`config.mk`:
```
export PLATFORM = sky130hd
export DESIGN_NAME = ai_job_sequencer
export DESIGN_NICKNAME = d
export VERILOG_FILES = /design/src/rtl/ai_job_sequencer.sv
export SDC_FILE = /design/constraint.sdc
export NUM_CORES = 1
export LEC_CHECK = 0
export CAP_MARGIN = 10
export CORE_UTILIZATION = 49
export CTS_CLUSTER_DIAMETER = 120
export CTS_CLUSTER_SIZE = 12
export DETAILED_ROUTE_END_ITERATION = 7
export GPL_TIMING_DRIVEN = 0
export PLACE_DENSITY = 0.92
export SLEW_MARGIN = 20
export SYNTH_ARGS = -nofsm -noshare
export SYNTH_HDL_FRONTEND = slang
export SYNTH_SLANG_ARGS = --single-unit
```
`constraint.sdc`:
```
create_clock -name iCLK -period 4.23 [get_ports iCLK]
set_input_delay 0.6345 -clock iCLK [delete_from_list [all_inputs] [get_ports iCLK]]
set_output_delay 0.6345 -clock iCLK [all_outputs]
set_load 0.01 [all_outputs]
```
`src/rtl/ai_job_sequencer.sv`:
```
// Sequences one AI move computation per job: reset the AI core, pulse start,
// wait for done under a watchdog and abort control, then hand back the result.
module ai_job_sequencer #(
  parameter int DATA_W     = 64,
  parameter int RST_CYCLES = 4,
  parameter int TMO_W      = 32
) (
  input  logic              iCLK,
  input  logic              iRST_n,
  input  logic              iJOB_Valid,
  output logic              oJOB_Ready,
  input  logic [DATA_W-1:0] iJOB_DATA,
  input  logic [7:0]        iJOB_COLOR,
  input  logic [16:0]       iJOB_MOVECNT,
  input  logic [TMO_W-1:0]  iTIMEOUT,
  input  logic              iABORT,
  output logic              oRES_Valid,
  input  logic              iRES_Ready,
  output logic [DATA_W-1:0] oRES_DATA,
  output logic [1:0]        oRES_STATUS,
  output logic              oAI_RSTn,
  output logic              oAI_Start,
  output logic [DATA_W-1:0] oAI_DATA,
  output logic [7:0]        oAI_COLOR,
  output logic [16:0]       oAI_MOVECNT,
  input  logic              iAI_Done,
  input  logic [DATA_W-1:0] iAI_RESULT,
  output logic              oBUSY,
  output logic [15:0]       oJOB_CNT,
  output logic [7:0]        oTMO_CNT
);

  localparam logic [2:0] S_IDLE  = 3'd0;
  localparam logic [2:0] S_RST   = 3'd1;
  localparam logic [2:0] S_START = 3'd2;
  localparam logic [2:0] S_WAIT  = 3'd3;
  localparam logic [2:0] S_RESP  = 3'd4;

  localparam logic [1:0] ST_OK  = 2'b00;
  localparam logic [1:0] ST_TMO = 2'b01;
  localparam logic [1:0] ST_ABT = 2'b10;

  localparam int RC_W = (RST_CYCLES < 2) ? 1 : $clog2(RST_CYCLES + 1);
  localparam logic [RC_W-1:0]  RC_LAST = RC_W'(RST_CYCLES);
  localparam logic [RC_W-1:0]  RC_ONE  = RC_W'(1);
  localparam logic [TMO_W-1:0] TMO_ONE = TMO_W'(1);
  localparam logic [TMO_W-1:0] TMO_ZERO = '0;

  function automatic logic [7:0] sat_inc8(input logic [7:0] v);
    return (v == 8'hFF) ? v : v + 8'd1;
  endfunction

  logic [2:0]        state;
  logic [RC_W-1:0]   rst_cnt;
  logic [TMO_W-1:0]  wdog;
  logic [TMO_W-1:0]  tmo_lim;
  logic              job_ready;
  logic              res_valid;
  logic [DATA_W-1:0] res_data;
  logic [1:0]        res_status;
  logic              ai_rstn;
  logic              ai_start;
  logic [DATA_W-1:0] ai_data;
  logic [7:0]        ai_color;
  logic [16:0]       ai_movecnt;
  logic              busy;
  logic [15:0]       job_cnt;
  logic [7:0]        tmo_cnt;

  always_ff @(posedge iCLK or negedge iRST_n) begin
    if (!iRST_n) begin
      state      <= S_IDLE;
      rst_cnt    <= '0;
      wdog       <= '0;
      tmo_lim    <= '0;
      job_ready  <= 1'b1;
      res_valid  <= 1'b0;
      res_data   <= '0;
      res_status <= ST_OK;
      ai_rstn    <= 1'b0;
      ai_start   <= 1'b0;
      ai_data    <= '0;
      ai_color   <= '0;
      ai_movecnt <= '0;
      busy       <= 1'b0;
      job_cnt    <= '0;
      tmo_cnt    <= '0;
    end else begin
      case (state)
        S_IDLE: begin
          if (iJOB_Valid) begin
            ai_data    <= iJOB_DATA;
            ai_color   <= iJOB_COLOR;
            ai_movecnt <= iJOB_MOVECNT;
            tmo_lim    <= iTIMEOUT;
            job_ready  <= 1'b0;
            busy       <= 1'b1;
            ai_rstn    <= 1'b0;
            rst_cnt    <= RC_ONE;
            state      <= S_RST;
          end
        end
        S_RST: begin
          if (iABORT) begin
            res_valid  <= 1'b1;
            res_status <= ST_ABT;
            res_data   <= '0;
            state      <= S_RESP;
          end else if (rst_cnt == RC_LAST) begin
            ai_rstn  <= 1'b1;
            ai_start <= 1'b1;
            state    <= S_START;
          end else begin
            rst_cnt <= rst_cnt + RC_ONE;
          end
        end
        S_START: begin
          ai_start <= 1'b0;
          if (iABORT) begin
            ai_rstn    <= 1'b0;
            res_valid  <= 1'b1;
            res_status <= ST_ABT;
            res_data   <= '0;
            state      <= S_RESP;
          end else begin
            wdog  <= TMO_ONE;
            state <= S_WAIT;
          end
        end
        S_WAIT: begin
          // Same-cycle priority: done wins over timeout, timeout over abort.
          if (iAI_Done) begin
            res_valid  <= 1'b1;
            res_status <= ST_OK;
            res_data   <= iAI_RESULT;
            state      <= S_RESP;
          end else if ((tmo_lim != TMO_ZERO) && (wdog == tmo_lim)) begin
            ai_rstn    <= 1'b0;
            res_valid  <= 1'b1;
            res_status <= ST_TMO;
            res_data   <= '0;
            tmo_cnt    <= sat_inc8(tmo_cnt);
            state      <= S_RESP;
          end else if (iABORT) begin
            ai_rstn    <= 1'b0;
            res_valid  <= 1'b1;
            res_status <= ST_ABT;
            res_data   <= '0;
            state      <= S_RESP;
          end else begin
            wdog <= wdog + TMO_ONE;
          end
        end
        S_RESP: begin
          if (iRES_Ready) begin
            res_valid <= 1'b0;
            job_cnt   <= job_cnt + 16'd1;
            job_ready <= 1'b1;
            busy      <= 1'b0;
            state     <= S_IDLE;
          end
        end
        default: begin
          state <= S_IDLE;
        end
      endcase
    end
  end

  assign oJOB_Ready  = job_ready;
  assign oRES_Valid  = res_valid;
  assign oRES_DATA   = res_data;
  assign oRES_STATUS = res_status;
  assign oAI_RSTn    = ai_rstn;
  assign oAI_Start   = ai_start;
  assign oAI_DATA    = ai_data;
  assign oAI_COLOR   = ai_color;
  assign oAI_MOVECNT = ai_movecnt;
  assign oBUSY       = busy;
  assign oJOB_CNT    = job_cnt;
  assign oTMO_CNT    = tmo_cnt;

endmodule

```
==> summary.md, run 1 <==
| Metric | Value |
|---|---|
| Status | `completed` |
| Num Clock Sinks | `254` |
| Antenna Cells | `0` |
| Crit path required time | `4630 ps` |
| Post-DP Area | `0.0150 mm²` |
| Gate Count Post-Synth | `1105` |
| Clk_skew | `13.8 ps` |
| Crit Path Category | `reg -> reg` |
| Vias in the first global route | `10336` |
| Max-cap viol count | `0` |
| Worst EP arrival | `3380 ps` |
| P per Cell Area | `555 mW/mm²` |
| Ranking of synthesized cells by area | `dfrtp_1 (58%), nand2_1 (14%), a22o_1 (5.3%)` |
| Final setup fails | `0` |
| WL final | `36600 µm` |
| Row Count | `54` |
| CTS tree | `yes` |
| CP delay by family, top | `simple AND/OR/NAND/NOR gates` |
| First-pass GRT wire length | `55000 µm` |
| Drc violations | `0` |
| Peak supply drop | `0.416 mV` |
| Asr flop ratio synth | `100%` |
| Final Core Density | `72.0%` |
| Reg2reg setup slack | `1250 ps` |
| Mapped cell area | `0.0109 mm²` |
| Initial DRC Count | `628` |
| RR Startpoint | `wdog[10]` |
| RSZ-0062 raised after global routing | `false` |
| DR vias | `10130` |
| Initial antenna violation count | `0` |
| Register bit total from synthesis | `254` |
| Hold Vio Cnt, Final | `0` |
| Startpoint Class | `flop` |
| Seq/Total Area, Yosys | `58.5%` |
| FILL cells | `1483` |
| Crit Path Max Fanout | `10` |
| Clk Latency, worst-skew pair | `530 ps` |
| Top cells by instance count after synthesis | `nand2_1 (404), dfrtp_1 (253), a22o_1 (66)` |
| Gr busiest metal | `met2` |
| Main synth FF type | `dfrtp_1` |
| Max Root-Sink Buffers | `3` |
| Syn Area/Cell | `9.84 µm²` |
| Tcrit/Tclk final | `70.4%` |
| Post-CTS setup buffer count | `0` |
| Clock-pin slew of the registers on the worst-case setup and hold paths | `60 ps` |
| Share of cells above drive strength 1 | `4.02%` |
| Total CTS buffers | `25` |
| CP Capture Type | `flop` |
| Congestion Overflow GR | `0` |
| Hold_buf cts | `0` |
| Post-Syn Nets | `1301` |
| Final TNS setup | `0 ps` |
| Number of flops mapped to enable cells by yosys | `0` |
| Detailed Routing Iterations Pass 1 | `5` |
| Max-slew headroom | `41.0%` |
| Crit-path cells | `xor2_1, nor4_1, nand4_1, o31ai_1, and2_1, buf_2, buf_4, o21ai_0` |
| Met2 Use GR | `53.1%` |
| Worst Hold Class | `in -> async` |
| GPL Wtd Cong | `0.937` |
| Area delta synth->final | `44.6%` |
| Max incr delay on CP | `710 ps` |
| Final Instance Area | `0.0157 mm²` |
| Total Nets Final | `1704` |
| CTS resizes | `0` |
| Clk root buf | `clkbuf_16` |
| Post-DP HPWL | `27000 µm` |
| Post-route ant nets | `0` |
| Die area | `0.0228 mm²` |
| Post-DR vias/cell | `5.63` |
| Power, Total | `8.72 mW` |
| Dominant cell type by area after synthesis | `dfrtp_1` |
| PortBufs | `374` |
| Reg2reg end | `wdog[1]` |
| Die W | `151 µm` |
| Met1 Track Usage GR | `37.8%` |
| Most common cell in the netlist | `nand2_1` |
| Count of different cell masters after synthesis | `56` |
| DIE HEIGHT | `151 µm` |
| Final Max Slew Viols | `0` |
| CP bufs+invs | `2` |
| Core ar. | `0.0218 mm²` |
| Crit-path slowest cell | `o31ai_1` |
| IO Count | `375` |
| Largest net degree at the start of global routing | `92` |
| Worst reg-to-reg path cell count | `8` |
| H-tree levels | `1` |
| Synth top area share | `58.2%` |
| YS warnings | `0` |
| Slew @ Worst Pin | `882 ps` |
| GRT Overall Usage | `31.3%` |
| Pleak | `7.25 nW` |
| Final Critical Period | `2980 ps` |
| Met3 usage | `7.50%` |
| Initial core utilization | `49.8%` |
| WL/cell | `20.3 µm` |
| Max Fclk | `336 MHz` |
## cell families (layout without fill, tap and decap cells)
kind of cell	count (synthesis)	in the layout	synth area share, %
buffers and inverters	73	487	2.83
and+or+nand+nor	565	565	22.9
adders and majority gates	5	5	0.575
xor gates and xnor gates	53	53	4.27
muxes	2	2	0.196
AOI/OAI and AO/OA	153	153	10.8
DFF	254	254	58.5
## per-stage QoR
stage	cells	hold WS, ps	setup WS [ps]
2_1_floorplan	1105	339	2040
3_3_place_gp	1759	446	-8110
3_5_place_dp	1761	451	976
4_1_cts	1799	161	1360
5_1_grt	1799	193	1240
6_report	1799	137	1250
## layout by cell type, fill, tap and decap left out, types with 7 or more instances in the layout
| cell type | instances |
|---|---|
| nand3_1 | 24 |
| or3_1 | 9 |
| nand2_1 | 404 |
| a21oi_1 | 9 |
| nor2_1 | 17 |
| xnor2_1 | 17 |
| clkbuf_16 | 25 |
| nor3_1 | 17 |
| nor4_1 | 27 |
| dfrtp_1 | 253 |
| nand4_1 | 21 |
| o22a_1 | 10 |
| o31ai_1 | 7 |
| a22o_1 | 66 |
| xor2_1 | 36 |
| and3_1 | 19 |
| buf_2 | 12 |
| inv_1 | 10 |
| clkdlybuf4s50_1 | 373 |
| o21ai_0 | 30 |
| clkbuf_1 | 55 |
## how the worst max path moves through the flow
stage | depth (start not counted) | to | startpoint
after floorplan | 6 | oTMO_CNT[1] | state[2]
after global placement | 1 | oRES_DATA[17] | iRST_n
after detailed placement | 6 | oAI_COLOR[6] | iJOB_Valid
after CTS | 8 | wdog[1] | wdog[10]
after global routing | 8 | wdog[1] | wdog[10]
final | 8 | wdog[1] | wdog[10]
## registers in the layout, indices dropped and copies added, names as in the netlist
| name | flops |
|---|---|
| state | 3 |
| oJOB_CNT | 16 |
| oRES_Valid | 1 |
| oAI_DATA | 64 |
| oAI_Start | 1 |
| oAI_COLOR | 8 |
| oRES_DATA | 64 |
| oTMO_CNT | 8 |
| oAI_MOVECNT | 17 |
| rst_cnt | 3 |
| oRES_STATUS | 2 |
| oBUSY | 1 |
| oAI_RSTn | 1 |
| tmo_lim | 32 |
| wdog | 32 |
| oJOB_Ready | 1 |
## power by group
| part | leakage (nW) | switching (mW) | internal [mW] | total, mW |
|---|---|---|---|---|
| Clock | 0.332 | 0.936 | 1.09 | 2.02 |
| Sequential | 3.28 | 0.542 | 3.09 | 3.64 |
| Combinational | 3.63 | 1.62 | 1.44 | 3.06 |
## routing by layer
metal / share of wire, % / routed length [µm] / vias up
met5: 0 / 0 / -
met4: 4.7 / 1700 / 0
met2: 50 / 18200 / 522
met3: 9.2 / 3350 / 117
met1: 36 / 13300 / 4923
li1: - / - / 4568
## cell type report
cell class	instances	area, µm²	share of cell area (%)
Clock buffer	36	667	4.24
Buffer	61	263	1.67
Sequential cell	254	6360	40.4
Tap cell	280	350	2.23
Timing Repair Buffer	376	3800	24.2
Multi-Input combinational cell	778	4220	26.8
Inverter	12	45.0	0.287
Clock inverter	2	20.0	0.127
Note: power is estimated with default switching activity, not from simulation.
==> run 2, diff against run 1 <==
--- a/config.mk
+++ b/config.mk
@@ -6,12 +6,12 @@
 export NUM_CORES = 1
 export LEC_CHECK = 0
 export CAP_MARGIN = 10
-export CORE_UTILIZATION = 49
+export CORE_UTILIZATION = 41
 export CTS_CLUSTER_DIAMETER = 120
 export CTS_CLUSTER_SIZE = 12
 export DETAILED_ROUTE_END_ITERATION = 7
 export GPL_TIMING_DRIVEN = 0
-export PLACE_DENSITY = 0.92
+export PLACE_DENSITY = 0.82
 export SLEW_MARGIN = 20
 export SYNTH_ARGS = -nofsm -noshare
 export SYNTH_HDL_FRONTEND = slang
==> constraint.sdc (replaced) <==
create_clock -name iCLK -period 2.4 [get_ports iCLK]
set_input_delay 0.36 -clock iCLK [delete_from_list [all_inputs] [get_ports iCLK]]
set_output_delay 0.36 -clock iCLK [all_outputs]
set_load 0.01 [all_outputs]
==> run 2 against run 1 <==
Sequential power up 77%. Register-to-register slack got worse by 1200 ps. First-iteration DRC count grew 7.0%. Die area is 19% higher. Final cell count increased by 4.5%.
==> summary.md, run 2 (same netlist as run 1, synthesis figures left out) <==
| Metric | Value |
|---|---|
| Clk root buf | `clkbuf_16` |
| Clk_skew | `15.9 ps` |
| P per Cell Area | `951 mW/mm²` |
| Crit Path Category | `reg -> reg` |
| Row Count | `59` |
| Crit Path Max Fanout | `5` |
| Pre-CTS setup slack | `-586 ps` |
| First-pass GRT wire length | `54200 µm` |
| Final setup fails | `0` |
| Worst reg-to-reg path cell count | `9` |
| Most common library cell in the layout ignoring fill and taps | `nand2_1` |
| Worst EP arrival | `2840 ps` |
| Total Nets Final | `1731` |
| Largest net degree at the start of global routing | `79` |
| Area delta synth->final | `49.7%` |
| Initial antenna violation count | `0` |
| Hold Vio Cnt, Final | `0` |
| RSZ-0062 raised after global routing | `true` |
| Peak supply drop | `0.824 mV` |
| Final Instance Area | `0.0163 mm²` |
| Post-DP HPWL | `25800 µm` |
| WL/cell | `19.0 µm` |
| CP Capture Type | `flop` |
| GPL Wtd Cong | `0.953` |
| Max Root-Sink Buffers | `3` |
| Core ar. | `0.0261 mm²` |
| RR Startpoint | `tmo_lim[4]` |
| Setup crit start | `tmo_lim[4]` |
| Detailed Routing Iterations Pass 1 | `5` |
| Max Fclk | `419 MHz` |
| Clk Latency, worst-skew pair | `530 ps` |
| Post-route ant nets | `0` |
| Worst Hold Class | `in -> async` |
| Initial core utilization | `41.7%` |
| PortBufs | `374` |
| GRT Overall Usage | `25.4%` |
| Status | `completed` |
| Crit path required time | `2860 ps` |
| Power, Total | `15.5 mW` |
| Most frequent cells in the layout | `nand2_1 (404), clkdlybuf4s50_1 (373), dfrtp_1 (249)` |
| Die W | `165 µm` |
| Vias in the first global route | `9921` |
| FILL cells | `2095` |
| Reg2reg end | `wdog[17]` |
| Drc violations | `0` |
| Final Core Density | `62.5%` |
| DR vias | `10142` |
| Share of cells above drive strength 1 | `7.58%` |
| WL final | `35700 µm` |
| CP most frequent cell | `buf_4` |
| Final Max Slew Viols | `0` |
| Pleak | `7.48 nW` |
| Num Clock Sinks | `254` |
| Tcrit/Tclk final | `99.5%` |
| Max-slew headroom | `54.4%` |
| Initial DRC Count | `672` |
| Final setup margin | `11.8 ps` |
| Crit-path cells | `nor4_1, nand4_1, nor2_4, buf_4, nor3_4, buf_4, buf_4, or4_1, nand3_1` |
| Reg2reg setup slack | `10 ps` |
| Slew @ Worst Pin | `684 ps` |
| Total CTS buffers | `25` |
| Final Critical Period | `2390 ps` |
| IO Count | `375` |
| CTS tree | `yes` |
| Congestion Overflow GR | `0` |
| Crit-path slowest cell | `or4_1` |
| Post-DP Area | `0.0151 mm²` |
| Startpoint Class | `flop` |
| Post-DR vias/cell | `5.39` |
| Die area | `0.0272 mm²` |
| H-tree levels | `1` |
| Max-cap viol count | `0` |
| Max incr delay on CP | `510 ps` |
| DIE HEIGHT | `165 µm` |
| Clock-pin slew of the registers on the worst-case setup and hold paths | `70 ps` |
[run 2: cell count changes in the layout (fill, tap and decap cells not counted), sizes merged]
cell         before  now
clkbuf           80   79
buf              20   46
inv              14   13
dlygate4sd3       0    1
diode             0    1
[run 2: final cells by class]
cell class	instances	area [µm²]	area share (%)
Clock inverter	1	11.3	0.0692
Antenna cell	1	2.50	0.0154
Multi-Input combinational cell	778	4370	26.8
Buffer	60	353	2.17
Tap cell	335	419	2.57
Clock buffer	35	663	4.07
Timing Repair Buffer	404	4060	24.9
Sequential cell	254	6360	39.1
Inverter	12	45.0	0.277
[run 2: worst max-delay path: cells and delay by family, from the launching register on]
family | cells | cell delay (ps)
buf+inv | 3 | 480
flops | 1 | 430
simple gates | 6 | 1420
[run 2: worst max path at each step]
stage | endpoint | slack [ps] | cells after the start
finish | wdog[17] | 10 | 9
detailed placement | oAI_DATA[43] | -590 | 6
global placement | oRES_DATA[16] | -9920 | 1
floorplan | oTMO_CNT[1] | 210 | 6
CTS | oRES_DATA[2] | 10 | 9
global route | wdog[17] | -50 | 9
[run 2: power breakdown]
| group | total, mW | internal, mW | leakage (nW) | switching, mW |
|---|---|---|---|---|
| Clock | 3.54 | 1.90 | 0.326 | 1.63 |
| Combinational | 5.52 | 2.67 | 3.88 | 2.85 |
| Sequential | 6.43 | 5.46 | 3.28 | 0.973 |
| Total | 15.5 | 10.0 | 7.48 | 5.46 |
[run 2: layer usage]
metal | vias up | wire (µm) | global-route usage [%]
met2 | 481 | 17300 | 40.8
met3 | 93 | 2790 | 5.50
met1 | 4952 | 14500 | 33.8
li1 | 4616 | - | -
met4 | 0 | 1100 | 8.92
met5 | - | 0 | 0
[run 2: through the flow]
step	hold WS (ps)	instances	TNS [ps]
2_1_floorplan	64.4	1105	0
3_3_place_gp	445	1814	-2613020
3_5_place_dp	270	1817	-66820
4_1_cts	311	1864	0
5_1_grt	362	1879	-221
6_report	354	1880	0
[run 2: what timing repair did]
item / in CTS / in global routing
cloned: 0 / 2
gates resized for setup: 18 / 64
endpoints found under the setup margin: 189 / 94
endpoints found under the hold margin: 37 / 0
pin swaps: 8 / 17
hold buffers: 1 / 0
buffers inserted: 11 / 13
